[src/rtl/cam_cfg_sequencer_if.sv]
// ============================================================================
//  Module  : cam_cfg_sequencer_if
//  Brief   : Write-request bus between the config sequencer and the SCCB master.
//  Rev     : 1.0
// ============================================================================
`default_nettype none

interface cam_cfg_sequencer_if;
    logic       valid;
    logic [7:0] addr;
    logic [7:0] data;
    logic       ready;

    modport master (output valid, output addr, output data, input ready);
    modport slave  (input valid, input addr, input data, output ready);
endinterface

`default_nettype wire

[src/rtl/cam_cfg_sequencer.sv]
// ============================================================================
//  Module  : cam_cfg_sequencer
//  Brief   : Walks a {reg_addr, reg_data} ROM on cfg_start and issues SCCB writes.
//  Rev     : 1.0
// ============================================================================
`default_nettype none

module cam_cfg_sequencer #(
    parameter int unsigned ROM_AW       = 8,
    parameter int unsigned DELAY_CYCLES = 1250000,
    parameter int unsigned TIMEOUT      = 2500000,
    parameter logic [15:0] END_MARKER   = 16'hFFFF,
    parameter logic [15:0] DELAY_MARKER = 16'hFFF0
) (
    input  wire logic              i_sysclk,
    input  wire logic              i_rstn,
    input  wire logic              i_cfg_start,
    output logic                   o_cfg_done,
    output logic                   o_cfg_err,
    output logic                   o_busy,
    output logic [ROM_AW-1:0]      o_rom_addr,
    input  wire logic [15:0]       i_rom_data,
    cam_cfg_sequencer_if.master    sccb
);

    localparam int unsigned c_DLY_W = (DELAY_CYCLES > 1) ? $clog2(DELAY_CYCLES) : 1;
    localparam int unsigned c_TMO_W = (TIMEOUT > 1) ? $clog2(TIMEOUT) : 1;
    localparam logic [ROM_AW-1:0]  c_LAST_ADDR = {ROM_AW{1'b1}};
    localparam logic [c_DLY_W-1:0] c_DLY_LAST  = c_DLY_W'(DELAY_CYCLES - 1);
    localparam logic [c_TMO_W-1:0] c_TMO_LAST  = c_TMO_W'(TIMEOUT - 1);

    typedef enum logic [2:0] {
        S_IDLE   = 3'd0,
        S_FETCH  = 3'd1,
        S_DECODE = 3'd2,
        S_SEND   = 3'd3,
        S_DELAY  = 3'd4,
        S_DONE   = 3'd5
    } state_t;

    state_t              r_state,    w_state_nxt;
    logic [ROM_AW-1:0]   r_rom_addr, w_rom_addr_nxt;
    logic                r_done,     w_done_nxt;
    logic                r_err,      w_err_nxt;
    logic                r_busy,     w_busy_nxt;
    logic                r_valid,    w_valid_nxt;
    logic [7:0]          r_addr,     w_addr_nxt;
    logic [7:0]          r_data,     w_data_nxt;
    logic [c_DLY_W-1:0]  r_dly_cnt,  w_dly_cnt_nxt;
    logic [c_TMO_W-1:0]  r_tmo_cnt,  w_tmo_cnt_nxt;

    always_ff @(posedge i_sysclk) begin
        if (!i_rstn) begin
            r_state    <= S_IDLE;
            r_rom_addr <= '0;
            r_done     <= 1'b0;
            r_err      <= 1'b0;
            r_busy     <= 1'b0;
            r_valid    <= 1'b0;
            r_addr     <= '0;
            r_data     <= '0;
            r_dly_cnt  <= '0;
            r_tmo_cnt  <= '0;
        end else begin
            r_state    <= w_state_nxt;
            r_rom_addr <= w_rom_addr_nxt;
            r_done     <= w_done_nxt;
            r_err      <= w_err_nxt;
            r_busy     <= w_busy_nxt;
            r_valid    <= w_valid_nxt;
            r_addr     <= w_addr_nxt;
            r_data     <= w_data_nxt;
            r_dly_cnt  <= w_dly_cnt_nxt;
            r_tmo_cnt  <= w_tmo_cnt_nxt;
        end
    end

    always_comb begin
        w_state_nxt    = r_state;
        w_rom_addr_nxt = r_rom_addr;
        w_done_nxt     = r_done;
        w_err_nxt      = r_err;
        w_valid_nxt    = r_valid;
        w_addr_nxt     = r_addr;
        w_data_nxt     = r_data;
        w_dly_cnt_nxt  = r_dly_cnt;
        w_tmo_cnt_nxt  = r_tmo_cnt;

        case (r_state)
            S_IDLE, S_DONE: begin
                if (i_cfg_start) begin
                    w_rom_addr_nxt = '0;
                    w_done_nxt     = 1'b0;
                    w_err_nxt      = 1'b0;
                    w_state_nxt    = S_FETCH;
                end
            end
            S_FETCH: begin
                w_state_nxt = S_DECODE;
            end
            S_DECODE: begin
                if (i_rom_data == END_MARKER) begin
                    w_done_nxt  = 1'b1;
                    w_state_nxt = S_DONE;
                end else if (i_rom_data == DELAY_MARKER) begin
                    w_dly_cnt_nxt = '0;
                    w_state_nxt   = S_DELAY;
                end else begin
                    w_addr_nxt    = i_rom_data[15:8];
                    w_data_nxt    = i_rom_data[7:0];
                    w_valid_nxt   = 1'b1;
                    w_tmo_cnt_nxt = '0;
                    w_state_nxt   = S_SEND;
                end
            end
            S_SEND: begin
                if (r_valid && sccb.ready) begin
                    w_valid_nxt = 1'b0;
                    // The last ROM slot ends the walk instead of wrapping to 0.
                    if (r_rom_addr == c_LAST_ADDR) begin
                        w_done_nxt  = 1'b1;
                        w_state_nxt = S_DONE;
                    end else begin
                        w_rom_addr_nxt = r_rom_addr + ROM_AW'(1);
                        w_state_nxt    = S_FETCH;
                    end
                end else if (r_tmo_cnt == c_TMO_LAST) begin
                    w_valid_nxt = 1'b0;
                    w_err_nxt   = 1'b1;
                    w_done_nxt  = 1'b1;
                    w_state_nxt = S_DONE;
                end else begin
                    w_tmo_cnt_nxt = r_tmo_cnt + c_TMO_W'(1);
                end
            end
            S_DELAY: begin
                if (r_dly_cnt == c_DLY_LAST) begin
                    if (r_rom_addr == c_LAST_ADDR) begin
                        w_done_nxt  = 1'b1;
                        w_state_nxt = S_DONE;
                    end else begin
                        w_rom_addr_nxt = r_rom_addr + ROM_AW'(1);
                        w_state_nxt    = S_FETCH;
                    end
                end else begin
                    w_dly_cnt_nxt = r_dly_cnt + c_DLY_W'(1);
                end
            end
            default: begin
                w_state_nxt = S_IDLE;
            end
        endcase

        w_busy_nxt = (w_state_nxt != S_IDLE) && (w_state_nxt != S_DONE);
    end

    assign o_cfg_done = r_done;
    assign o_cfg_err  = r_err;
    assign o_busy     = r_busy;
    assign o_rom_addr = r_rom_addr;
    assign sccb.valid = r_valid;
    assign sccb.addr  = r_addr;
    assign sccb.data  = r_data;

endmodule

`default_nettype wire

[src/flat_wrapper.sv]
// flat-port wrapper written by rule: the top's interface ports become plain ports
module cam_cfg_sequencer_flat 
#(
    parameter int unsigned ROM_AW       = 8,
    parameter int unsigned DELAY_CYCLES = 1250000,
    parameter int unsigned TIMEOUT      = 2500000,
    parameter logic [15:0] END_MARKER   = 16'hFFFF,
    parameter logic [15:0] DELAY_MARKER = 16'hFFF0
)
  (i_sysclk, i_rstn, i_cfg_start, o_cfg_done, o_cfg_err, o_busy, o_rom_addr, i_rom_data, sccb_valid, sccb_addr, sccb_data, sccb_ready);
  cam_cfg_sequencer_if sccb_i ();
  input  wire logic i_sysclk;
  input  wire logic i_rstn;
  input  wire logic i_cfg_start;
  output logic o_cfg_done;
  output logic o_cfg_err;
  output logic o_busy;
  output logic [ROM_AW-1:0] o_rom_addr;
  input  wire logic [15:0] i_rom_data;
  output wire logic [$bits(sccb_i.valid)-1:0] sccb_valid;
  output wire logic [$bits(sccb_i.addr)-1:0] sccb_addr;
  output wire logic [$bits(sccb_i.data)-1:0] sccb_data;
  input wire logic [$bits(sccb_i.ready)-1:0] sccb_ready;
  assign sccb_valid = sccb_i.valid;
  assign sccb_addr = sccb_i.addr;
  assign sccb_data = sccb_i.data;
  assign sccb_i.ready = sccb_ready;
  cam_cfg_sequencer #(.ROM_AW(ROM_AW), .DELAY_CYCLES(DELAY_CYCLES), .TIMEOUT(TIMEOUT), .END_MARKER(END_MARKER), .DELAY_MARKER(DELAY_MARKER)) u_core (.i_sysclk(i_sysclk), .i_rstn(i_rstn), .i_cfg_start(i_cfg_start), .o_cfg_done(o_cfg_done), .o_cfg_err(o_cfg_err), .o_busy(o_busy), .o_rom_addr(o_rom_addr), .i_rom_data(i_rom_data), .sccb(sccb_i));
endmodule
[config.mk]
export PLATFORM = sky130hd
export DESIGN_NAME = cam_cfg_sequencer_flat
export DESIGN_NICKNAME = d
export VERILOG_FILES = /design/src/rtl/cam_cfg_sequencer_if.sv /design/src/rtl/cam_cfg_sequencer.sv /design/src/flat_wrapper.sv
export SDC_FILE = /design/constraint.sdc
export NUM_CORES = 1
export LEC_CHECK = 0
export BUFFER_PORTS_ARGS = -buffer_cell sky130_fd_sc_hd__buf_2
export CORE_MARGIN = 2
export CORE_UTILIZATION = 40
export DETAILED_ROUTE_END_ITERATION = 16
export GPL_TIMING_DRIVEN = 1
export REMOVE_ABC_BUFFERS = 1
export SKIP_CTS_REPAIR_TIMING = 1
export SYNTH_ARGS = -nofsm -noshare
export SYNTH_HDL_FRONTEND = slang
export SYNTH_SLANG_ARGS = --single-unit
[constraint.sdc]
create_clock -name i_sysclk -period 3.1 [get_ports i_sysclk]
set_clock_uncertainty 0.1 [all_clocks]
set_input_delay 0.465 -clock i_sysclk [delete_from_list [all_inputs] [get_ports i_sysclk]]
set_output_delay 0.465 -clock i_sysclk [all_outputs]
set_load 0.02 [all_outputs]
# Yosys cells after proc, flatten, opt, wreduce, memory -nomap -nowiden

Index checks and enable logic that the tools add are counted.

Output and inout bits: 28
Flip-flop bits (word level): 74
Word-level logic and storage cells: 91

Mux-type cells: 36
Reductions and logical operators: 17
Bitwise gates (word level): 2
Add/sub/neg operators: 3
Eq/ne operators: 23

Operator list:

| cell                  | number |
|---|---|
| $mux 22               | 4 |
| $mux 21               | 3 |
| $pmux 22 s2           | 1 |
| $pmux 21 s2           | 1 |
| $eq 16x16->1 const B  | 2 |
| $mux 8                | 4 |
| $pmux 8 s3            | 1 |
| $add 22x1->22 const B | 1 |
| $eq 22x22->1 const B  | 1 |
| $add 21x1->21 const B | 1 |
| $eq 21x21->1 const B  | 1 |
| $mux 3                | 7 |
| $reduce_and 4->1      | 4 |
| $pmux 3 s5            | 1 |
| $ne 2x2->1 const B    | 6 |
| $mux 1                | 11 |
| $ne 2x1->1 const B    | 5 |
| $reduce_and 5->1      | 2 |
| $add 8x1->8 const B   | 1 |
| $eq 8x8->1 const B    | 1 |
| $eq 3x2->1 const B    | 2 |
| $eq 3x3->1 const B    | 2 |
| $reduce_bool 2->1     | 3 |
| $reduce_bool 3->1     | 2 |
| 11 further kinds      | 14 |

# Longest topological paths before layout

Gate-level depths: netlist of run 1.

Word-level depth: 6
Depth in mapped cells: 8
Gate-level depth less buffers: 7

# Worst setup path after synthesis of run 1

No wires, ideal clock.

Path type: input to register
From: input port i_rom_data[0]
To: register u_core.r_dly_cnt[14]
Slack: 702 ps
Data required time: 2941 ps
Setup time: 59 ps
Buffers on the path: 1
Data arrival time: 2238 ps
Stages: 7
Path through: or4_1 nand2b_1 nor2_2 o2111ai_1 buf_2 or4_1 nand2_1

Word-level cells in the longest chain between the ends: 3
Elaborated cells on any way between the ends: 5

Ends and longest elaborated chain:

| what                                                      | RTL line                                           | RTL |
|---|---|---|
| start: declaration                                        | flat_wrapper.sv:19                                 | `input wire logic [15:0] i_rom_data;` |
| $eq 16x16->1 (on tied branches)                           | cam_cfg_sequencer.sv:105, cam_cfg_sequencer.sv:102 |  |
| $ne 2x1->1 (no line) / $ne 2x2->1 (equally long branches) | --                                                 |  |
| $reduce_and 4->1 (no line) *                              | --                                                 |  |
| end signal: assignment                                    | cam_cfg_sequencer.sv:73                            | `r_dly_cnt <= w_dly_cnt_nxt;` |
| end: declaration                                          | cam_cfg_sequencer.sv:49                            | `logic [c_DLY_W-1:0] r_dly_cnt, w_dly_cnt_nxt;` |

Mark *: on every way between the ends. The rest lies on a longest branch, timed or not.
A chain may end at the register's enable or synchronous reset.

# Worst setup path after layout of run 1

From: register u_core.r_tmo_cnt[9]
To: register u_core.r_tmo_cnt[18]

Word-level cells in the longest chain between the ends: 4
Elaborated cells on any way between the ends: 7

Ends and longest elaborated chain:

| what                     | RTL line                 | RTL |
|---|---|---|
| start: declaration       | cam_cfg_sequencer.sv:50  | `logic [c_TMO_W-1:0] r_tmo_cnt, w_tmo_cnt_nxt;` |
| start signal: assignment | cam_cfg_sequencer.sv:74  | `r_tmo_cnt <= w_tmo_cnt_nxt;` |
| $add 22x1->22            | cam_cfg_sequencer.sv:133 | `w_tmo_cnt_nxt = r_tmo_cnt + c_TMO_W'(1);` |
| $mux 22                  | cam_cfg_sequencer.sv:127 | `end else if (r_tmo_cnt == c_TMO_LAST) begin` |
| $mux 22                  | cam_cfg_sequencer.sv:117 | `if (r_valid && sccb.ready) begin` |
| $pmux 22 s2              | cam_cfg_sequencer.sv:89  | `case (r_state)` |

Several ways; a longest one is shown, not always the timed one. The select of a mux whose other input is x is not followed.

==> impl_metrics.ini, run 1 <==
[run_status]
outcome = finished, final reports clean

[timing]
fin_crit_ns = 2.64
setup_tns_ns = 0
fmax_mhz = 379
timing.hold.ws_ns = 0.274
setup_viol = 0
rsz0062_at_grt = no
setup_ws_ns = 0.460
finalHoldViolCount = 0
worstMarginPinSlew_ns = 0.709
maxSlewViolCount = 0
period_share_pct = 85.2
slew-limit-headroom_pct = 52.7

[logic_synthesis]
yosys_warnings = 0
synth_edf_count = 0
netlist.area_leader.share_pct = 40.3
synth_top_area_cell = dfxtp_1
ys_seq_area_share_pct = 40.3
synthCells = 447
ys_top_cells_by_count = dfxtp_1 (74), nand2_1 (59), nor2_1 (56)
synth_area_leaders = dfxtp_1 (40%), nand2_1 (6.0%), nor2_1 (5.7%)
synth_top_flop_cell = dfxtp_1
synth.distinct_cells = 56
synthArstFlopShare_pct = 0
syn_avg_cell_area_um2 = 8.22
yosysMostFrequentCell = dfxtp_1
synth_seq_cells = 74
syn_area_um2 = 3670

[floorplanning]
ios = 48
core_um2 = 8810
die_w_um = 99.9
die-area_um2 = 9970
die_h_um = 99.9
row_count = 34
start_util_pct = 41.7

[global_route]
grt_max_degree = 23
grt_usage_pct = 18.4
first_global_vias = 3189
grt_pass1_wl_um = 15200
antenna_found_initial = 0
grt_overflow = 0

[placement]
place_ws_ns = 0.347
portBuffers = 47
globalplace.congestion = 0.782
dp_hpwl_um = 6130
dpl.cell_count = 596
placed_cell_area_um2 = 4050

[power_and_ir_drop]
seqPwrFrac_pct = 46.5
intPower_mw = 1.63
ir_drop_uv = 188
p_per_area_nw_per_um2 = 500
p_leak_nw = 1.60
swShare_pct = 24.2
pwr-share-comb_pct = 10.1
p_clk_share_pct = 43.4
power.net_switching_mw = 0.520
p_total_mw = 2.15

[finish]
diodes = 0
final_cells = 612
nNetsFinal = 522
area_growth_pct = 17.1
design_area_um2 = 4300
drive_gt1_share_pct = 17.7
fin_util_pct = 48.8

[cts]
cts_max_path_buffers = 2
htree_levels = 3
root_buffer = clkbuf_8
cts_tree = done
clk_pin_slew_ns = 0.08
cts.sinks = 74
cts_buffers = 9
clock_latency_ns = 0.33

[worst_setup_path]
worstPathMaxFanout = 14
crit_top_cell = a21oi_1
start_kind = flop
path_class = flop to flop
cp-end-kind = flop
cpMaxStageDelayCell = or4_4
max_stage_delay_ns = 0.53
crit_chain = or4_1 > or4_4 > o21ai_4 > buf_4 > a21oi_1 > a31o_1 > a21oi_1
cp.required_ns = 3.26
cp_data_arrival_time_ns = 2.80

[route]
drcViolationCount = 0
dr.pass1.iters = 4
viasPerCell = 5.45
post_drt_wl_per_cell_um = 14.2
drt_iter0_markers = 195
drt_wl_total_um = 8710
ant_nets = 0
vias = 3335

[hold_path]
hp-class = primary input to flop

[job]
cap_violations = 0
per-layer routing:
layer | vias up | GRT usage (%) | part of all wire, %
met5 | - | 0 | 0
met3 | 5 | 3.13 | 3.7
met2 | 64 | 29.5 | 45
met4 | 0 | 6.11 | 0.71
li1 | 1700 | - | -
met1 | 1566 | 25.3 | 51
registers in the layout, summed over array words and instances (netlist names):
register / flops
u_core.r_dly_cnt: 21
u_core.sccb.data: 8
u_core.o_cfg_done: 1
u_core.o_rom_addr: 8
u_core.sccb.addr: 8
u_core.o_cfg_err: 1
u_core.r_state: 3
u_core.o_busy: 1
u_core.sccb.valid: 1
u_core.r_tmo_cnt: 22
power by group through the flow:
stage	clock network, mW	logic [mW]	registers, mW
CTS	0.959	0.219	1.00
detailed placement	0	0.218	1.02
finish	0.933	0.218	1.00
floorplan	0	0.106	1.04
global placement	0	0.216	1.02
global route	1.00	0.241	1.01
path summary, 6_finish.rpt:
path                        from                    to  slack (ns)  cells past startpoint
max          u_core.r_tmo_cnt[9]  u_core.r_tmo_cnt[18]        0.46                      7
max reg2reg  u_core.r_tmo_cnt[9]  u_core.r_tmo_cnt[18]        0.46                      7
min                i_rom_data[6]   u_core.sccb.data[6]        0.27                      3
min reg2reg  u_core.sccb.addr[3]   u_core.sccb.addr[3]        0.36                      2
cells in the final DEF (no fill, tap or decap), types with 8 or more instances in the layout:
master / netlist / layout
a211oi_1: 13 / 13
a21oi_1: 32 / 32
buf_2: 5 / 47
o21ai_0: 12 / 12
buf_4: 3 / 14
nor2_1: 56 / 56
clkbuf_8: 0 / 11
dfxtp_1: 74 / 74
inv_1: 11 / 11
xnor2_1: 18 / 18
nand3_1: 15 / 15
xor2_1: 21 / 21
and3_1: 8 / 8
nand2_1: 59 / 59
nand4_1: 14 / 14
critical path: cells and delay by family (launching register included):
kind	cells	cell delay [ns]
compound gates	4	0.79
flops	1	0.36
simple gates	2	1.05
buf+inv	1	0.27
final cells by class:
class	count	area, um^2
clock inverter	5	100
inverter	11	41.3
multi-input combinational	342	2050
timing repair buffer	61	340
tap	108	135
sequential	74	1480
fill	874	4500
clock buffer	11	151
kinds of logic (layout without fill, tap and decap cells):
kind of cell | Yosys count | after routing | synth area share, %
and+or+nand+nor | 208 | 208 | 28.8
buffers and inverters | 31 | 88 | 3.85
muxes | 1 | 1 | 0.272
DFF | 74 | 74 | 40.3
AOI/OAI and AO/OA | 91 | 91 | 16.4
xor gates and xnor gates | 39 | 39 | 9.30
adders and majority gates | 3 | 3 | 1.02
No activity file was read; power rests on OpenSTA's default activity.
==> inputs of run 2 (changes only) <==
- GPL_ROUTABILITY_DRIVEN: default -> 0
- GPL_TIMING_DRIVEN: 1 -> 0
- REMOVE_ABC_BUFFERS: 1 -> default
==> impl_metrics.ini, run 2 (synthesized netlist as in run 1, its figures left out) <==
[timing]
setup_tns_ns = 0
fmax_mhz = 394
slew-limit-headroom_pct = 24.8
worstMarginPinSlew_ns = 1.12
finalHoldViolCount = 0
period_share_pct = 81.9
setup_viol = 0
fin_crit_ns = 2.54
maxSlewViolCount = 0
rsz0062_at_grt = no

[worst_setup_path]
cp_data_arrival_time_ns = 2.68
cp-end-kind = flop
crit_chain = or4_1 > or4_4 > o21ai_4 > buf_6 > nor4b_4 > nand3_1 > o211a_1
max_stage_delay_ns = 0.54
cpMaxStageDelayCell = or4_4
cp_num_buf_inv = 1
path_class = flop to flop
worstPathMaxFanout = 10
cp_top_family = simple AND/OR/NAND/NOR gates
cp.required_ns = 3.24
start_kind = flop

[cts]
cts_tree = done
root_buffer = clkbuf_8
cts.sinks = 74
clk_pin_slew_ns = 0.09
clock_latency_ns = 0.35
cts_max_path_buffers = 2
cts_buffers = 9
htree_levels = 3

[finish]
reg_top3 = u_core.r_tmo_cnt x22, u_core.r_dly_cnt x21
layout_common_cells = dfxtp_1 (74), nand2_1 (59), nor2_1 (56)
num-fill-cells = 888
final_common_cell = dfxtp_1
drive_gt1_share_pct = 16.1
largest_register = u_core.r_tmo_cnt
largest_reg_flops = 22
area_growth_pct = 14.6
diodes = 0
final_cells = 617
nNetsFinal = 527

[route]
drcViolationCount = 0
dr.pass1.iters = 4
viasPerCell = 5.42
drt_wl_total_um = 8690
drt_iter0_markers = 123
ant_nets = 0
post_drt_wl_per_cell_um = 14.1
vias = 3347

[power_and_ir_drop]
pwr-share-comb_pct = 12.0
p_per_area_nw_per_um2 = 449
p_leak_nw = 1.52
ir_drop_uv = 274
intPower_mw = 1.34
power.net_switching_mw = 0.548
seqPwrFrac_pct = 52.4
p_clk_share_pct = 35.5
swShare_pct = 29.0

[logic_synthesis]
synth_nets = 470

[placement]
dpl.cell_count = 601
portBuffers = 46
dp_hpwl_um = 6400

[global_route]
grt_usage_pct = 18.4
grt_max_degree = 14
grt_overflow = 0
first_global_vias = 3204
antenna_found_initial = 0
grt_pass1_wl_um = 14800

[floorplanning]
start_util_pct = 41.7
row_count = 34
die-area_um2 = 9970
core_um2 = 8810
ios = 48
die_h_um = 99.9
die_w_um = 99.9

[run_status]
outcome = finished, final reports clean

[job]
cap_violations = 0

[hold_path]
hp-class = primary input to flop
## run 2: cell types whose count changed in the layout (fill, tap and decap cells not counted), moves of 2 or more
cell / delta
buf_4: -11
bufinv_16: -3
clkbuf_1: +12
clkbuf_8: -2
clkinvlp_4: +4
buf_2: +4
## run 2: cell type report
type / count / area (um^2) / area share (%)
flip-flops and latches: 74 / 1480 / 35.2
inverters: 11 / 41.3 / 0.980
plain buffers: 20 / 100 / 2.38
multi-input cells: 342 / 2050 / 48.7
clock inverters: 6 / 43.8 / 1.04
repair buffers: 46 / 230 / 5.47
clock buffers: 10 / 128 / 3.03
well taps: 108 / 135 / 3.21
## run 2: worst reg2reg max path, cell delays in order (launching register included)
cell	delay, ns
dfxtp_1	0.37
or4_1	0.53
or4_4	0.54
o21ai_4	0.23
buf_6	0.18
nor4b_4	0.24
nand3_1	0.10
o211a_1	0.14
## run 2: path summary, 6_finish.rpt
| kind | from | to | slack, ns | cells past startpoint |
|---|---|---|---|---|
| max | u_core.r_tmo_cnt[9] | u_core.o_cfg_done | 0.56 | 7 |
| min | i_rom_data[4] | u_core.sccb.data[4] | 0.27 | 3 |
| max reg2reg | u_core.r_tmo_cnt[9] | u_core.o_cfg_done | 0.56 | 7 |
| min reg2reg | u_core.sccb.addr[3] | u_core.sccb.addr[3] | 0.36 | 2 |
## run 2: power groups by stage
stage	clock network [mW]	registers (mW)	logic [mW]
5_1_grt	0.730	0.996	0.252
4_1_cts	0.690	0.992	0.229
2_1_floorplan	0	1.04	0.125
3_5_place_dp	0	1.01	0.229
6_report	0.672	0.992	0.228
3_3_place_gp	0	1.01	0.227
## run 2: layer usage
layer / share of wire [%] / wire length, um / global-route usage [%]
met1: 49 / 4230 / 24.5
met2: 45 / 3900 / 28.6
met3: 5.0 / 434 / 5.01
met4: 1.3 / 116 / 6.95
met5: 0 / 0 / 0
## run 2: through the flow
stage / power, mW / setup WS [ns] / hold slack (ns) / utilization [%] / cell area (um^2)
5_1_grt: 1.98 / 0.304 / 0.248 / 47.8 / 4210
3_5_place_dp: 1.24 / 0.230 / 0.347 / 45.9 / 4040
6_report: 1.89 / 0.563 / 0.269 / 47.8 / 4210
3_3_place_gp: 1.24 / 0.231 / 0.341 / 45.9 / 4040
4_1_cts: 1.91 / 0.518 / 0.255 / 47.8 / 4210
2_1_floorplan: 1.16 / 0.702 / 0.353 / - / 3670
==> inputs of run 3 (changes only) <==
- clock period: 3.1 -> 2.2 ns (I/O delays scaled with it)
==> impl_metrics.ini, run 3 (synthesized netlist as in run 1, its figures left out) <==
[worst_setup_path]
cpMaxStageDelayCell = or4_1
crit_start = u_core.r_tmo_cnt[9]
cp_data_arrival_time_ns = 2.59
start_kind = flop
worstPathMaxFanout = 5
max_stage_delay_ns = 0.51
cp.required_ns = 2.39
path_class = flop to flop
regToRegStartpoint = u_core.r_tmo_cnt[9]
cp-end-kind = flop
crit_chain = or4_1 > or4_4 > o21ai_4 > buf_6 > buf_4 > a21oi_4 > a211oi_2 > a31o_2

[floorplanning]
ios = 48
core_um2 = 8810
start_util_pct = 41.7
row_count = 34
die-area_um2 = 9970
die_w_um = 99.9
die_h_um = 99.9

[timing]
worstMarginPinSlew_ns = 1.11
slew-limit-headroom_pct = 25.4
rsz0062_at_grt = yes
maxSlewViolCount = 0
period_share_pct = 109
fin_crit_ns = 2.40
finalHoldViolCount = 0
setup_ws_ns = -0.199
fmax_mhz = 417
setup_viol = 24

[finish]
largest_register = u_core.r_tmo_cnt
final_cells = 638
reg_top3 = u_core.r_tmo_cnt x22, u_core.r_dly_cnt x21
final_common_cell = dfxtp_1
area_growth_pct = 31.1
nNetsFinal = 549
diodes = 0
fin_util_pct = 54.7
layout_common_cells = dfxtp_1 (66), nand2_1 (57), nor2_1 (56)
num-fill-cells = 816
drive_gt1_share_pct = 28.5
largest_reg_flops = 22

[route]
vias = 3486
drcViolationCount = 0
ant_nets = 0
drt_wl_total_um = 9650
dr.pass1.iters = 4
post_drt_wl_per_cell_um = 15.1
drt_iter0_markers = 109
viasPerCell = 5.46

[cts]
cts_max_path_buffers = 2
cts.sinks = 74
clock_latency_ns = 0.34
cts_tree = done
htree_levels = 3
root_buffer = clkbuf_8
clk_pin_slew_ns = 0.08
cts_buffers = 9

[placement]
place_ws_ns = -0.546
portBuffers = 46
dpl.cell_count = 601
dp_hpwl_um = 6410

[logic_synthesis]
synth_nets = 470

[global_route]
first_global_vias = 3104
grt_overflow = 0
grt_usage_pct = 18.4
grt_max_degree = 13
antenna_found_initial = 0
grt_pass1_wl_um = 14900

[job]
cap_violations = 0

[power_and_ir_drop]
p_leak_nw = 1.79
ir_drop_uv = 448
p_per_area_nw_per_um2 = 642

[hold_path]
worstHoldStart = i_rom_data[6]
hp-class = primary input to flop

[run_status]
outcome = finished with violations
violations = negative setup slack
==> run 3: area by class of cell <==
type / instances / area (um^2) / area share (%)
timing repair buffer: 69 / 445 / 9.25
clock buffer: 10 / 138 / 2.86
clock inverter: 5 / 103 / 2.13
buffer: 19 / 136 / 2.83
tap: 108 / 135 / 2.81
multi-input combinational: 342 / 2320 / 48.1
sequential: 74 / 1500 / 31.2
inverter: 11 / 41.3 / 0.857
==> run 3: per-stage QoR <==
stage	power (mW)	TNS (ns)	hold slack, ns	instance area (um^2)
2_1_floorplan	1.64	-0.0535	0.353	3690
3_3_place_gp	1.75	-21.64	0.341	4060
3_5_place_dp	1.75	-22.91	0.346	4060
4_1_cts	3.04	-11.69	0.132	4300
5_1_grt	3.23	-5.24	0.134	4820
6_report	3.09	-2.56	0.149	4820
==> run 3: metal layers <==
| layer | GRT usage [%] | vias to the layer above | part of all wire [%] |
|---|---|---|---|
| met5 | 0 | - | 0 |
| met4 | 4.11 | 0 | 0.85 |
| met3 | 4.32 | 8 | 4.3 |
| met2 | 29.3 | 65 | 48 |
| met1 | 25.7 | 1656 | 47 |
| li1 | - | 1757 | - |
==> run 3: worst paths after layout <==
check / endpoint / slack [ns] / depth (start not counted)
worst max-delay path: u_core.r_tmo_cnt[11] / -0.20 / 8
worst min-delay path: u_core.sccb.data[6] / 0.15 / 3
worst max register to register: u_core.r_tmo_cnt[11] / -0.20 / 8
worst min register to register: u_core.sccb.addr[7] / 0.36 / 2
==> run 3: critical path: cells and delay by family, from the launching register on <==
family	cells	cell delay, ns
AND/OR/NAND/NOR	2	0.98
flip-flops	1	0.36
buffers and inverters	2	0.28
AO/OA/AOI/OAI	4	0.64
==> run 3: where the power goes <==
part | internal, mW | switching (mW) | total [mW]
Combinational | 0.167 | 0.239 | 0.405
Sequential | 1.37 | 0.0305 | 1.40
Clock | 0.777 | 0.509 | 1.29
Total | 2.32 | 0.778 | 3.09
